[config.mk]
export PLATFORM = sky130hd
export DESIGN_NAME = multiword_add_seq_flat
export DESIGN_NICKNAME = d
export VERILOG_FILES = /design/src/rtl/multiword_add_seq_pkg.sv /design/src/rtl/multiword_add_seq_if.sv /design/src/rtl/multiword_add_seq_rca.sv /design/src/rtl/multiword_add_seq.sv /design/src/flat_wrapper.sv
export SDC_FILE = /design/constraint.sdc
export NUM_CORES = 1
export LEC_CHECK = 0
export BUFFER_PORTS_ARGS = -buffer_cell sky130_fd_sc_hd__buf_2
export CORE_ASPECT_RATIO = 1.2
export CORE_MARGIN = 2
export CORE_UTILIZATION = 54
export CTS_CLUSTER_SIZE = 12
export DETAILED_ROUTE_END_ITERATION = 7
export PLACE_DENSITY = 0.8
export SLEW_MARGIN = 25
export SYNTH_ARGS = -nofsm -noshare
export SYNTH_HDL_FRONTEND = slang
export SYNTH_SLANG_ARGS = --single-unit
[constraint.sdc]
create_clock -name clk -period 10.9 [get_ports clk]
set_input_delay 1.09 -clock clk [delete_from_list [all_inputs] [get_ports clk]]
set_output_delay 1.09 -clock clk [all_outputs]
set_load 0.005 [all_outputs]
[src/rtl/multiword_add_seq_pkg.sv]
// Shared types for the sequential multi-word adder.
package mwadd_pkg;
   typedef enum logic [1:0] {IDLE, RUN, DONE} mwadd_state_t;
   localparam int MAX_WORDS = 16;
endpackage

[src/rtl/multiword_add_seq_if.sv]
// Operand/result handshake bundle for multiword_add_seq.
interface multiword_add_seq_if #(
   parameter int SLICE_W = 16,
   parameter int WORDS   = 4
);
   logic                       in_valid;
   logic                       in_ready;
   logic [WORDS*SLICE_W-1:0]   in_a;
   logic [WORDS*SLICE_W-1:0]   in_b;
   logic                       in_cin;
   logic                       out_valid;
   logic                       out_ready;
   logic [WORDS*SLICE_W-1:0]   out_sum;
   logic                       out_cout;
   logic                       out_ovf;

   modport slave (
      input  in_valid, in_a, in_b, in_cin, out_ready,
      output in_ready, out_valid, out_sum, out_cout, out_ovf
   );
   modport master (
      output in_valid, in_a, in_b, in_cin, out_ready,
      input  in_ready, out_valid, out_sum, out_cout, out_ovf
   );
endinterface

[src/rtl/multiword_add_seq_rca.sv]
// N-bit ripple-carry adder used as the per-slice datapath.
module RippleCarryAdder #(
   parameter int N = 16
) (
   input  logic [N-1:0] a,
   input  logic [N-1:0] b,
   input  logic         cin,
   output logic [N-1:0] sum,
   output logic         cout
);
   logic [N:0] c;

   assign c[0] = cin;
   for (genvar i = 0; i < N; i++) begin : g_bit
      assign sum[i]   = a[i] ^ b[i] ^ c[i];
      assign c[i+1]   = (a[i] & b[i]) | (c[i] & (a[i] ^ b[i]));
   end
   assign cout = c[N];
endmodule

[src/rtl/multiword_add_seq.sv]
// Wide adder: latches an operand pair and runs one SLICE_W slice per clock
// through a single ripple-carry adder, LSB slice first.
module multiword_add_seq
   import mwadd_pkg::*;
#(
   parameter int SLICE_W = 16,
   parameter int WORDS   = 4
) (
   input  logic               clk,
   input  logic               rst_n,
   multiword_add_seq_if.slave bus
);
   localparam int IW = (WORDS > 1) ? $clog2(WORDS) : 1;

   if (WORDS < 1 || WORDS > MAX_WORDS) begin : g_bad_words
      $error("multiword_add_seq: WORDS out of range");
   end

   mwadd_state_t                     state_q, state_d;
   logic [IW-1:0]                    idx_q, idx_d;
   logic                             carry_q, carry_d;
   logic [WORDS-1:0][SLICE_W-1:0]    a_q, a_d, b_q, b_d, sum_q, sum_d;
   logic                             cout_q, cout_d, ovf_q, ovf_d;

   logic [SLICE_W-1:0]               rca_sum;
   logic                             rca_cout;
   logic                             last;

   RippleCarryAdder #(.N(SLICE_W)) u_rca (
      .a    (a_q[idx_q]),
      .b    (b_q[idx_q]),
      .cin  (carry_q),
      .sum  (rca_sum),
      .cout (rca_cout)
   );

   assign last = (idx_q == IW'(WORDS - 1));

   always_comb begin
      state_d = state_q;
      idx_d   = idx_q;
      carry_d = carry_q;
      a_d     = a_q;
      b_d     = b_q;
      sum_d   = sum_q;
      cout_d  = cout_q;
      ovf_d   = ovf_q;
      case (state_q)
         IDLE: begin
            if (bus.in_valid) begin
               a_d     = bus.in_a;
               b_d     = bus.in_b;
               carry_d = bus.in_cin;
               idx_d   = '0;
               state_d = RUN;
            end
         end
         RUN: begin
            sum_d[idx_q] = rca_sum;
            carry_d      = rca_cout;
            idx_d        = idx_q + 1'b1;
            if (last) begin
               // Signed overflow judged on the full-width operand MSBs.
               cout_d  = rca_cout;
               ovf_d   = (a_q[WORDS-1][SLICE_W-1] == b_q[WORDS-1][SLICE_W-1]) &&
                         (rca_sum[SLICE_W-1] != a_q[WORDS-1][SLICE_W-1]);
               idx_d   = '0;
               state_d = DONE;
            end
         end
         DONE: begin
            if (bus.out_ready) state_d = IDLE;
         end
         default: state_d = IDLE;
      endcase
   end

   always_ff @(posedge clk or negedge rst_n) begin
      if (!rst_n) begin
         state_q <= IDLE;
         idx_q   <= '0;
         carry_q <= 1'b0;
         a_q     <= '0;
         b_q     <= '0;
         sum_q   <= '0;
         cout_q  <= 1'b0;
         ovf_q   <= 1'b0;
      end else begin
         state_q <= state_d;
         idx_q   <= idx_d;
         carry_q <= carry_d;
         a_q     <= a_d;
         b_q     <= b_d;
         sum_q   <= sum_d;
         cout_q  <= cout_d;
         ovf_q   <= ovf_d;
      end
   end

   assign bus.in_ready  = (state_q == IDLE);
   assign bus.out_valid = (state_q == DONE);
   assign bus.out_sum   = sum_q;
   assign bus.out_cout  = cout_q;
   assign bus.out_ovf   = ovf_q;
endmodule

[src/flat_wrapper.sv]
// flat-port wrapper written by rule: the top's interface ports become plain ports
module multiword_add_seq_flat import mwadd_pkg::*;
#(
   parameter int SLICE_W = 16,
   parameter int WORDS   = 4
)
  (clk, rst_n, bus_in_valid, bus_in_a, bus_in_b, bus_in_cin, bus_out_ready, bus_in_ready, bus_out_valid, bus_out_sum, bus_out_cout, bus_out_ovf);
  multiword_add_seq_if #(.SLICE_W(SLICE_W), .WORDS(WORDS)) bus_i ();
  input  logic clk;
  input  logic rst_n;
  input wire logic [$bits(bus_i.in_valid)-1:0] bus_in_valid;
  input wire logic [$bits(bus_i.in_a)-1:0] bus_in_a;
  input wire logic [$bits(bus_i.in_b)-1:0] bus_in_b;
  input wire logic [$bits(bus_i.in_cin)-1:0] bus_in_cin;
  input wire logic [$bits(bus_i.out_ready)-1:0] bus_out_ready;
  output wire logic [$bits(bus_i.in_ready)-1:0] bus_in_ready;
  output wire logic [$bits(bus_i.out_valid)-1:0] bus_out_valid;
  output wire logic [$bits(bus_i.out_sum)-1:0] bus_out_sum;
  output wire logic [$bits(bus_i.out_cout)-1:0] bus_out_cout;
  output wire logic [$bits(bus_i.out_ovf)-1:0] bus_out_ovf;
  assign bus_i.in_valid = bus_in_valid;
  assign bus_i.in_a = bus_in_a;
  assign bus_i.in_b = bus_in_b;
  assign bus_i.in_cin = bus_in_cin;
  assign bus_i.out_ready = bus_out_ready;
  assign bus_in_ready = bus_i.in_ready;
  assign bus_out_valid = bus_i.out_valid;
  assign bus_out_sum = bus_i.out_sum;
  assign bus_out_cout = bus_i.out_cout;
  assign bus_out_ovf = bus_i.out_ovf;
  multiword_add_seq #(.SLICE_W(SLICE_W), .WORDS(WORDS)) u_core (.clk(clk), .rst_n(rst_n), .bus(bus_i));
endmodule
After elaboration in Yosys (flattened, before gate mapping)
Index checks and enable logic that the tools add are counted.
- logic and storage cells: 132
- output and inout bits: 68
- register bits after elaboration: 199
- input bits: 133
- bitwise gates (word level): 80
- multiplexer cells: 16
- reduce and logical (&&, ||, !) cells: 8
- add/sub/neg operators: 1
- equality and inequality tests: 8
- magnitude comparators: 2
- operators by type and width (cell ; count):
    $bmux 16 s2 ; 2
    $bwmux 64 ; 1
    $mux 16 ; 3
    $and 1x1->1 ; 32
    $demux 16 s2 ; 1
    $xor 1x1->1 ; 32
    $or 1x1->1 ; 16
    $mux 2 ; 5
    $pmux 2 s3 ; 1
    $reduce_and 2->1 ; 3
    $eq 2x2->1 const B ; 2
    $ne 2x2->1 const B ; 2
    $pmux 2 s2 ; 1
    $lt 2x3->1 const B ; 1
    $reduce_and 3->1 ; 1
    $add 2x1->2 const B ; 1
    $eq 2x1->1 const B ; 1
    $ge 2x1->1 const B ; 1
    $logic_and 1x1->1 ; 2
    $logic_not 2->1 ; 1
    $ne 2x1->1 const B ; 1
    $pmux 1 s2 ; 1
    $reduce_bool 2->1 ; 1
    $eq 1x1->1 ; 1
    other kinds (2) ; 2

Longest topological paths before layout
Gate-level depths: netlist (run 1).
- depth in word-level cells: 36
- gate-level depth with buffers: 25
- gate-level depth less buffers: 23

Hierarchy
Synthesis (run 1) repeated with hierarchy kept, for this count alone.
- cell total of the unflattened synthesis: 510
- area total of the unflattened synthesis: 8894.8 µm²
- modules (own cells, without submodules) (module ; cells an instance ; area each (µm²) ; times used):
    multiword_add_seq ; 484 ; 8536.9 ; 1
    RippleCarryAdder ; 26 ; 357.8 ; 1

Worst setup path before layout (run 1)
No wires, ideal clock.
- kind: register to register
- start point: register u_core.idx_q[0]
- end point: register u_core.ovf_q (netlist: u_core.bus.out_ovf)
- data arrival time: 7767 ps
- stages on the path, launching flop included: 26
- path buffers: 2
- required time: 10772 ps
- path slack: 3005 ps
- period minus slack after synthesis: 7895 ps
- cells stage by stage: dfrtp_1 -> buf_2 -> buf_4 -> mux4_2 -> fa_1 -> fa_1 -> fa_1 -> fa_1 -> fa_1 -> fa_1 -> fa_1 -> fa_1 -> fa_1 -> fa_1 -> fa_1 -> fa_1 -> fa_1 -> inv_1 -> fa_1 -> inv_1 -> fa_1 -> inv_1 -> fa_1 -> and3_1 -> nor2_1 -> o21ai_0
- word-level cells in the longest chain between the ends: 36
- RTL lines (element ; RTL line ; text):
    start, declared ; multiword_add_seq.sv:20 ; logic [IW-1:0] idx_q, idx_d;
    start signal, assigned ; multiword_add_seq.sv:90 ; idx_q <= idx_d;
    $bmux 16 s2, on equally long branches ; multiword_add_seq.sv:30, multiword_add_seq.sv:31 ;
    $mux 16, on equally long branches ; multiword_add_seq.sv:30, multiword_add_seq.sv:31 ;
    $xor 1x1->1 ; multiword_add_seq_rca.sv:16 ; assign c[i+1] = (a[i] & b[i]) | (c[i] & (a[i] ^ b[i]));
    $and 1x1->1 ; multiword_add_seq_rca.sv:16 ;
    $or 1x1->1 ; multiword_add_seq_rca.sv:16 ;
    $and 1x1->1 ; multiword_add_seq_rca.sv:16 ;
    $or 1x1->1 ; multiword_add_seq_rca.sv:16 ;
    $and 1x1->1 ; multiword_add_seq_rca.sv:16 ;
    [20 not listed] ; -- ;
    $or 1x1->1 ; multiword_add_seq_rca.sv:16 ;
    $and 1x1->1 ; multiword_add_seq_rca.sv:16 ;
    $or 1x1->1 ; multiword_add_seq_rca.sv:16 ;
    $and 1x1->1 ; multiword_add_seq_rca.sv:16 ;
    $or 1x1->1 ; multiword_add_seq_rca.sv:16 ;
    $xor 1x1->1 ; multiword_add_seq_rca.sv:15 ; assign sum[i] = a[i] ^ b[i] ^ c[i];
    $ne 1x1->1 ; multiword_add_seq.sv:66 ; (rca_sum[SLICE_W-1] != a_q[WORDS-1][SLICE_W-1]);
    $logic_and 1x1->1 ; multiword_add_seq.sv:65 ; ovf_d = (a_q[WORDS-1][SLICE_W-1] == b_q[WORDS-1][SLICE_W-1]) &&
    end signal, assigned ; multiword_add_seq.sv:96 ; ovf_q <= ovf_d;
    end, declared ; multiword_add_seq.sv:23 ; logic cout_q, cout_d, ovf_q, ovf_d;
Several ways; a longest one is shown, not always the timed one. The select of a mux whose other input is x is not followed.
A chain may end at the register's enable or synchronous reset.

Worst setup path in the final report (run 1)
Same ends and word-level chain as after synthesis.

==> metrics.log, run 1 <==
INFO  metric antenna_found_initial = 3
INFO  metric floorplan.rows = 50
INFO  metric timing_worst_slew_pin_value = 0.946 ns
INFO  metric floorplan.die.width = 120 um
INFO  metric post-cts-setup-buffers = 0
INFO  metric crit_type = reg2reg
INFO  metric final_critical_path_setup_slack = 2.50 ns
INFO  metric tritoncts_buffer_count = 17
INFO  metric crit_fanout = 28
INFO  metric detail_route.first_pass.iterations = 4
INFO  metric synth_adder_area_share = 4.28%
INFO  metric residual_antenna_violating_net_count_after_detailed_routing = 0
INFO  metric report.final.slew_viol_count = 0
INFO  metric dp.cells = 900
INFO  metric min_from = u_core.bus.out_sum[13]
INFO  metric crit-reg2reg-capture = u_core.bus.out_ovf
INFO  metric wl_per_cell = 19.4 um
INFO  metric cts_repair_resize_count = 0
INFO  metric status = complete, no violations
INFO  metric worstPathArrival = 8.68 ns
INFO  metric post-route-util = 66.0%
INFO  metric mappedNetlistArea = 8660 um2
INFO  metric synth_compound_gate_area_share = 1.16%
INFO  metric synthesized_instance_count = 515
INFO  metric synth_top_area_cell = dfrtp_1
INFO  metric worst_r2r_startpoint = u_core.idx_q[0]
INFO  metric route.detailed.drc = 0
INFO  metric detailed_place_hpwl = 13200 um
INFO  metric fill_cells = 1128
INFO  metric syn2layout_area_growth = 19.2%
INFO  metric synth_top_family_by_area = multiplexers
INFO  metric power.leakage = 4.67 nW
INFO  metric drt-vias-per-instance = 5.46
INFO  metric worst_ir_drop_vdd = 0.173 mV
INFO  metric synth-edff-count = 0
INFO  metric final.min_clock_period = 8.40 ns
INFO  metric post_synth_xor_area_fraction = 0%
INFO  metric initial_utilization = 55.4%
INFO  metric worstSetupStartpointType = register
INFO  metric avgSynthCellArea = 16.8 um2
INFO  metric cts_root_buffer = clkbuf_16
INFO  metric gr-total-overflow = 0
INFO  metric i_o_pin_cnt = 201
INFO  metric worst_ep_required_time = 11.18 ns
INFO  metric via_count = 5101
INFO  metric maximum_number_of_pins_on_one_net_before_global_route_repair = 118
INFO  metric synthMostInstantiatedCell = dfrtp_1
INFO  metric cts-root-to-sink-buffers = 2
INFO  metric slew_headroom = 36.9%
INFO  metric synthArstFlopShare = 100%
INFO  metric gpl.final_weighted_congestion = 0.802
INFO  metric synth_top_flop_cell = dfrtp_1
INFO  metric synth-simple-area-share = 1.62%
INFO  metric detailedRoute.firstIterationViolations = 199
INFO  metric synth.mux.area_fraction = 32.3%
INFO  metric clock_latency = 0.42 ns
INFO  metric ys_top_cells_by_area = dfrtp_1, mux2_2, mux4_2, fa_1, buf_6
INFO  metric end_kind = register
INFO  metric hold-path-endpoint = u_core.bus.out_sum[13]
INFO  metric hold_violations = 0
INFO  metric fp.dieArea = 17100 um2
INFO  metric netlist.area_leader.share = 57.5%
INFO  metric cts.sinks = 199
INFO  metric timing.hold.worst.class = reg2reg
INFO  metric achievable-frequency = 119 MHz
INFO  metric unrepaired_setup_endpoints_after_global_routing = no
INFO  metric timing.final.crit_share = 77.1%
INFO  metric final_cells = 934
INFO  metric totalPowerFinal = 3.79 mW
INFO  metric synth_fp_nets = 668
INFO  metric tns = 0 ns
INFO  metric fin_skew = 0.00969 ns
INFO  metric timing.reg2reg.setup_slack = 2.50 ns
INFO  metric synthDistinctLibCells = 23
INFO  metric ctsHtreeMaxLevel = 4
INFO  metric grt_use_total = 22.2%
INFO  metric cts_tree = yes
INFO  metric setup-violations-final = 0
INFO  metric dp_worst_setup_slack = 2.45 ns
INFO  metric synth.ff_latch_count = 199
INFO  metric maxCapViolations = 0
INFO  metric buffer_ports.inserted = 200
INFO  metric hold_buffers = 0
INFO  metric hold-path-cell-count = 2
INFO  metric rr_worst_depth = 23
INFO  metric synth_sequential_area_ratio = 57.5%
INFO  metric first_pass_grt_wire_length = 28900 um
INFO  metric die_height = 143 um
INFO  metric first_global_vias = 5527
INFO  metric detail_route.wirelength = 18200 um
INFO  metric clk_transition_reported_paths = 0.07 ns
INFO  metric ys.warnings.count = 0
INFO  metric nets = 864
INFO  metric final_layout_size_suffix_gt1_share = 63.5%
INFO  metric synth.top_cells.by_count = dfrtp_1, mux2_2, mux4_2
INFO  metric core_region_area = 15600 um2
INFO  metric power_per_cell_area = 368 nW/um2
-- cell type report --
class,count,area [um2],share of cell area [%]
diodes,3,7.51,0.0728
clock buffers,20,467,4.52
clock inverters,11,97.6,0.946
inverters,11,41.3,0.400
multi-input cells,277,3410,33.0
flip-flops and latches,199,4980,48.3
well taps,208,260,2.52
repair buffers,205,1050,10.2
-- kinds of logic after synthesis --
family                     Yosys count
DFF                                199
muxes                              216
and+or+nand+nor                     24
buffers and inverters               39
adders and majority gates           20
AOI/OAI and AO/OA                   17
-- power breakdown --
| group | leakage (nW) | total, mW | switching [mW] | internal [mW] |
|---|---|---|---|---|
| Sequential | 2.35 | 1.35 | 0.217 | 1.13 |
| Clock | 0.271 | 0.601 | 0.270 | 0.332 |
| Combinational | 2.05 | 1.84 | 0.856 | 0.987 |
| Total | 4.67 | 3.79 | 1.34 | 2.45 |
-- flip-flops by register name, indices dropped and copies added (netlist names) --
signal,flops
u_core.bus.out_cout,1
u_core.state_q,2
u_core.b_q,64
u_core.a_q,64
u_core.bus.out_ovf,1
u_core.idx_q,2
u_core.carry_q,1
u_core.bus.out_sum,64
-- cells in the final DEF, fill, tap and decap left out, types with 2 or more instances in the layout --
| master | instances |
|---|---|
| clkinv_2 | 4 |
| nand2_1 | 11 |
| dfrtp_2 | 2 |
| mux2_2 | 184 |
| clkinvlp_4 | 4 |
| clkbuf_8 | 4 |
| clkbuf_16 | 17 |
| buf_2 | 199 |
| nand3b_2 | 3 |
| ha_1 | 4 |
| o21ai_0 | 12 |
| mux4_2 | 32 |
| buf_4 | 4 |
| nor2_1 | 4 |
| dfrtp_1 | 197 |
| fa_1 | 16 |
| inv_6 | 2 |
| a32o_1 | 2 |
| diode_2 | 3 |
| inv_1 | 11 |
| nand2b_1 | 2 |
-- worst max-delay path: stages, from the launching register on --
cell and delay [ns]:
dfrtp_2 0.59, buf_4 0.53, mux4_2 0.59, fa_1 0.45, fa_1 0.41, fa_1 0.41, fa_1 0.43, fa_1 0.41
fa_1 0.40, fa_1 0.40, fa_1 0.41, fa_1 0.42, fa_1 0.40, fa_1 0.41, fa_1 0.37, inv_1 0.08
fa_1 0.17, inv_1 0.06, fa_1 0.36, inv_1 0.09, fa_1 0.48, and3_1 0.21, nor2_1 0.09, o21ai_0 0.07
-- how the worst max path moves through the flow --
stage	startpoint	endpoint	slack (ns)
3_3_place_gp	u_core.idx_q[0]	u_core.bus.out_ovf	2.57
4_1_cts	u_core.idx_q[0]	u_core.bus.out_ovf	2.45
2_1_floorplan	u_core.idx_q[0]	u_core.bus.out_ovf	3.01
5_1_grt	u_core.idx_q[0]	u_core.bus.out_ovf	2.08
3_5_place_dp	u_core.idx_q[0]	u_core.bus.out_ovf	2.45
6_report	u_core.idx_q[0]	u_core.bus.out_ovf	2.50
-- layer usage --
layer,up-vias,global-route usage [%],wire length [um]
met5,-,0,0
met4,0,8.85,331
met3,23,4.11,784
met2,150,37.5,9470
met1,2673,28.8,7580
li1,2255,-,-
-- per-stage QoR --
step                hold WS, ns  cell area [um2]
CTS                       0.486            10300
floorplan                 0.473             8660
global route              0.512            10300
global placement          0.457             9740
detailed placement        0.471             9740
finish                    0.485            10300
(Power assumes the default switching activity.)
==> run 2, diff against run 1 <==
- ABC_AREA: default -> 1
- CORE_UTILIZATION: 54 -> 49
- PLACE_DENSITY: 0.8 -> 0.76
- clock period: 10.9 -> 7.5 ns (I/O delays scaled with it)
==> run 2 against run 1 <==
Net effect: clock-buffer cell count stayed put; largest cell class unchanged; critical endpoint unchanged; critical path depth is 6 higher; clock power increased by 46%; worst hold slack got worse by 0.29 ns.
==> metrics.log, run 2 <==
INFO  metric timing.final.crit_share = 96.5%
INFO  metric ctsHtreeMaxLevel = 4
INFO  metric via_count = 8119
INFO  metric synthArstFlopShare = 100%
INFO  metric synthesized_instance_count = 1166
INFO  metric cts-root-to-sink-buffers = 2
INFO  metric totalPowerFinal = 5.56 mW
INFO  metric detailed_place_hpwl = 17400 um
INFO  metric ant_diodes = 0
INFO  metric share_comb_of_total_power = 50.0%
INFO  metric setup.worst_path.start = u_core.idx_q[0]
INFO  metric maxCapViolations = 0
INFO  metric p_seq_share = 34.2%
INFO  metric setup-violations-final = 0
INFO  metric route.detailed.drc = 0
INFO  metric first_pass_grt_wire_length = 38700 um
INFO  metric floorplan.rows = 55
INFO  metric gr-total-overflow = 0
INFO  metric synth.ff_latch_count = 199
INFO  metric gpl.final_weighted_congestion = 0.895
INFO  metric ys_top_cells_by_area = dfrtp_1, nand2_1, nand3_1, fa_1, o21ai_0
INFO  metric switching_share = 45.0%
INFO  metric cts_tree = yes
INFO  metric worst_ir_drop_vdd = 0.371 mV
INFO  metric synth_fp_nets = 1319
INFO  metric hold_violations = 0
INFO  metric post-route-util = 58.7%
INFO  metric synth_top_area_cell = dfrtp_1
INFO  metric detailedRoute.firstIterationViolations = 691
INFO  metric power_report.internal_total = 3.05 mW
INFO  metric end_kind = register
INFO  metric worst_r2r_startpoint = u_core.idx_q[0]
INFO  metric timing_worst_slew_pin_value = 0.962 ns
INFO  metric synthDistinctLibCells = 19
INFO  metric grt_use_total = 25.0%
INFO  metric final_layout_size_suffix_gt1_share = 20.4%
INFO  metric drt-vias-per-instance = 5.07
INFO  metric crit_fanout = 8
INFO  metric wl_per_cell = 15.3 um
INFO  metric power_per_cell_area = 504 nW/um2
INFO  metric most_common_library_cell_in_the_layout_ignoring_fill_and_taps = nand2_1
INFO  metric maximum_number_of_pins_on_one_net_before_global_route_repair = 136
INFO  metric final_cells = 1600
INFO  metric residual_antenna_violating_net_count_after_detailed_routing = 0
INFO  metric antenna_found_initial = 0
INFO  metric final.min_clock_period = 7.24 ns
INFO  metric fin_skew = 0.00787 ns
INFO  metric worstSetupStartpointType = register
INFO  metric cp_slowest_stage_delay = 0.44 ns
INFO  metric synth_sequential_area_ratio = 53.4%
INFO  metric detail_route.first_pass.iterations = 6
INFO  metric power.leakage = 6.17 nW
INFO  metric dp.cells = 1567
INFO  metric fp.dieArea = 20200 um2
INFO  metric die_height = 155 um
INFO  metric detail_route.wirelength = 24500 um
INFO  metric core_region_area = 18800 um2
INFO  metric synth_top_flop_cell = dfrtp_1
INFO  metric nets = 1486
INFO  metric avgSynthCellArea = 8.00 um2
INFO  metric first_global_vias = 7497
INFO  metric initial_utilization = 49.7%
INFO  metric cts_root_buffer = clkbuf_16
INFO  metric worst-path-buf-inv = 5
INFO  metric cp_max_delay_cell = dfrtp_2
INFO  metric slew_headroom = 35.9%
INFO  metric power.net_switching = 2.50 mW
INFO  metric ys.warnings.count = 0
INFO  metric report.final.slew_viol_count = 0
INFO  metric cts.sinks = 199
INFO  metric clock_latency = 0.44 ns
INFO  metric mappedNetlistArea = 9330 um2
INFO  metric buffer_ports.inserted = 200
INFO  metric achievable-frequency = 138 MHz
INFO  metric synthMostInstantiatedCell = nand2_1
INFO  metric syn2layout_area_growth = 18.2%
INFO  metric floorplan.die.width = 130 um
INFO  metric tritoncts_buffer_count = 17
INFO  metric timing.hold.worst.class = in2async
INFO  metric netlist.area_leader.share = 53.4%
INFO  metric worstPathArrival = 7.62 ns
INFO  metric status = complete, no violations
INFO  metric synth-edff-count = 0
INFO  metric cpLargestDelayFamily = adder cells
INFO  metric worst_ep_required_time = 7.88 ns
INFO  metric critical-path-top-cell-by-count = fa_2
INFO  metric most_frequent_cells_in_the_layout = nand2_1, buf_2, dfrtp_1
INFO  metric synth.top_cells.by_count = nand2_1, dfrtp_1, nand3_1
INFO  metric crit_type = reg2reg
INFO  metric power_frac_clock = 15.8%
INFO  metric clk_transition_reported_paths = 0.07 ns
INFO  metric i_o_pin_cnt = 201
## run 2: cell count changes after synthesis, sizes merged, moves of 4 or more
cell,before,now
o21ai,12,58
nand3b,4,0
buf,26,45
mux2,184,0
clkbuf,2,24
nand2,11,574
nor2,5,64
inv,11,40
mux4,32,0
nand3,0,139
## run 2: cell families (layout without fill, tap and decap cells)
group / Yosys count / after routing / share of synthesized area, %
simple gates: 777 / 777 / 33.7
flops: 199 / 199 / 53.4
buf+inv: 111 / 289 / 5.75
compound gates: 59 / 59 / 3.19
fa+ha+maj: 20 / 20 / 3.97
## run 2: layout make-up
class                   count  area (um2)
fillers                  1714        7760
well taps                 256         320
flip-flops and latches    199        4980
inverters                  42         158
multi-input cells         856        3850
clock inverters            10        97.6
repair buffers            217        1160
clock buffers              20         457
## run 2: per-layer routing
layer	up-vias	track usage [%]	part of all wire, %
met5	-	0	0
met4	0	8.96	2.5
met3	40	3.51	5.7
met2	297	40.4	48
met1	3817	34.7	44
li1	3965	-	-
## run 2: through the flow
step / TNS [ns] / setup WS, ns / area, um2 / hold slack [ns]
after detailed placement: -0.613 / -0.191 / 10400 / 0.455
after CTS: 0 / 0.00640 / 11000 / 0.471
final: 0 / 0.262 / 11000 / 0.191
after floorplan: 0 / 0.0339 / 9330 / 0.437
after global routing: -0.000634 / -0.000634 / 11000 / 0.212
after global placement: -0.0548 / -0.0548 / 10400 / 0.450
## run 2: power groups by stage
stage | clock network, mW | logic [mW] | registers, mW
after floorplan | 0 | 1.81 | 1.84
after global placement | 0 | 2.61 | 1.90
after detailed placement | 0 | 2.68 | 1.91
after CTS | 0.882 | 2.73 | 1.90
after global routing | 0.920 | 3.14 | 1.96
final | 0.876 | 2.78 | 1.90
## run 2: final timing paths
| kind | end | slack [ns] | cells past startpoint |
|---|---|---|---|
| worst max-delay path | u_core.bus.out_ovf | 0.26 | 29 |
| worst min-delay path | u_core.bus.out_sum[16] | 0.19 | 1 |
| worst max register to register | u_core.bus.out_ovf | 0.26 | 29 |
| worst min register to register | u_core.a_q[49] | 0.47 | 2 |
| max in group asynchronous | u_core.idx_q[0] | 6.14 | 2 |
| min in group clk | u_core.a_q[49] | 0.47 | 2 |
## run 2: timing repair
item | CTS | global route
hold endpoints to repair | 0 | 0
buffers inserted | 2 | 0
pin swaps | 0 | 3
hold buffers | 0 | 0
gates cloned | 0 | 0
gates resized for setup | 4 | 8
setup endpoints to repair | 5 | 5
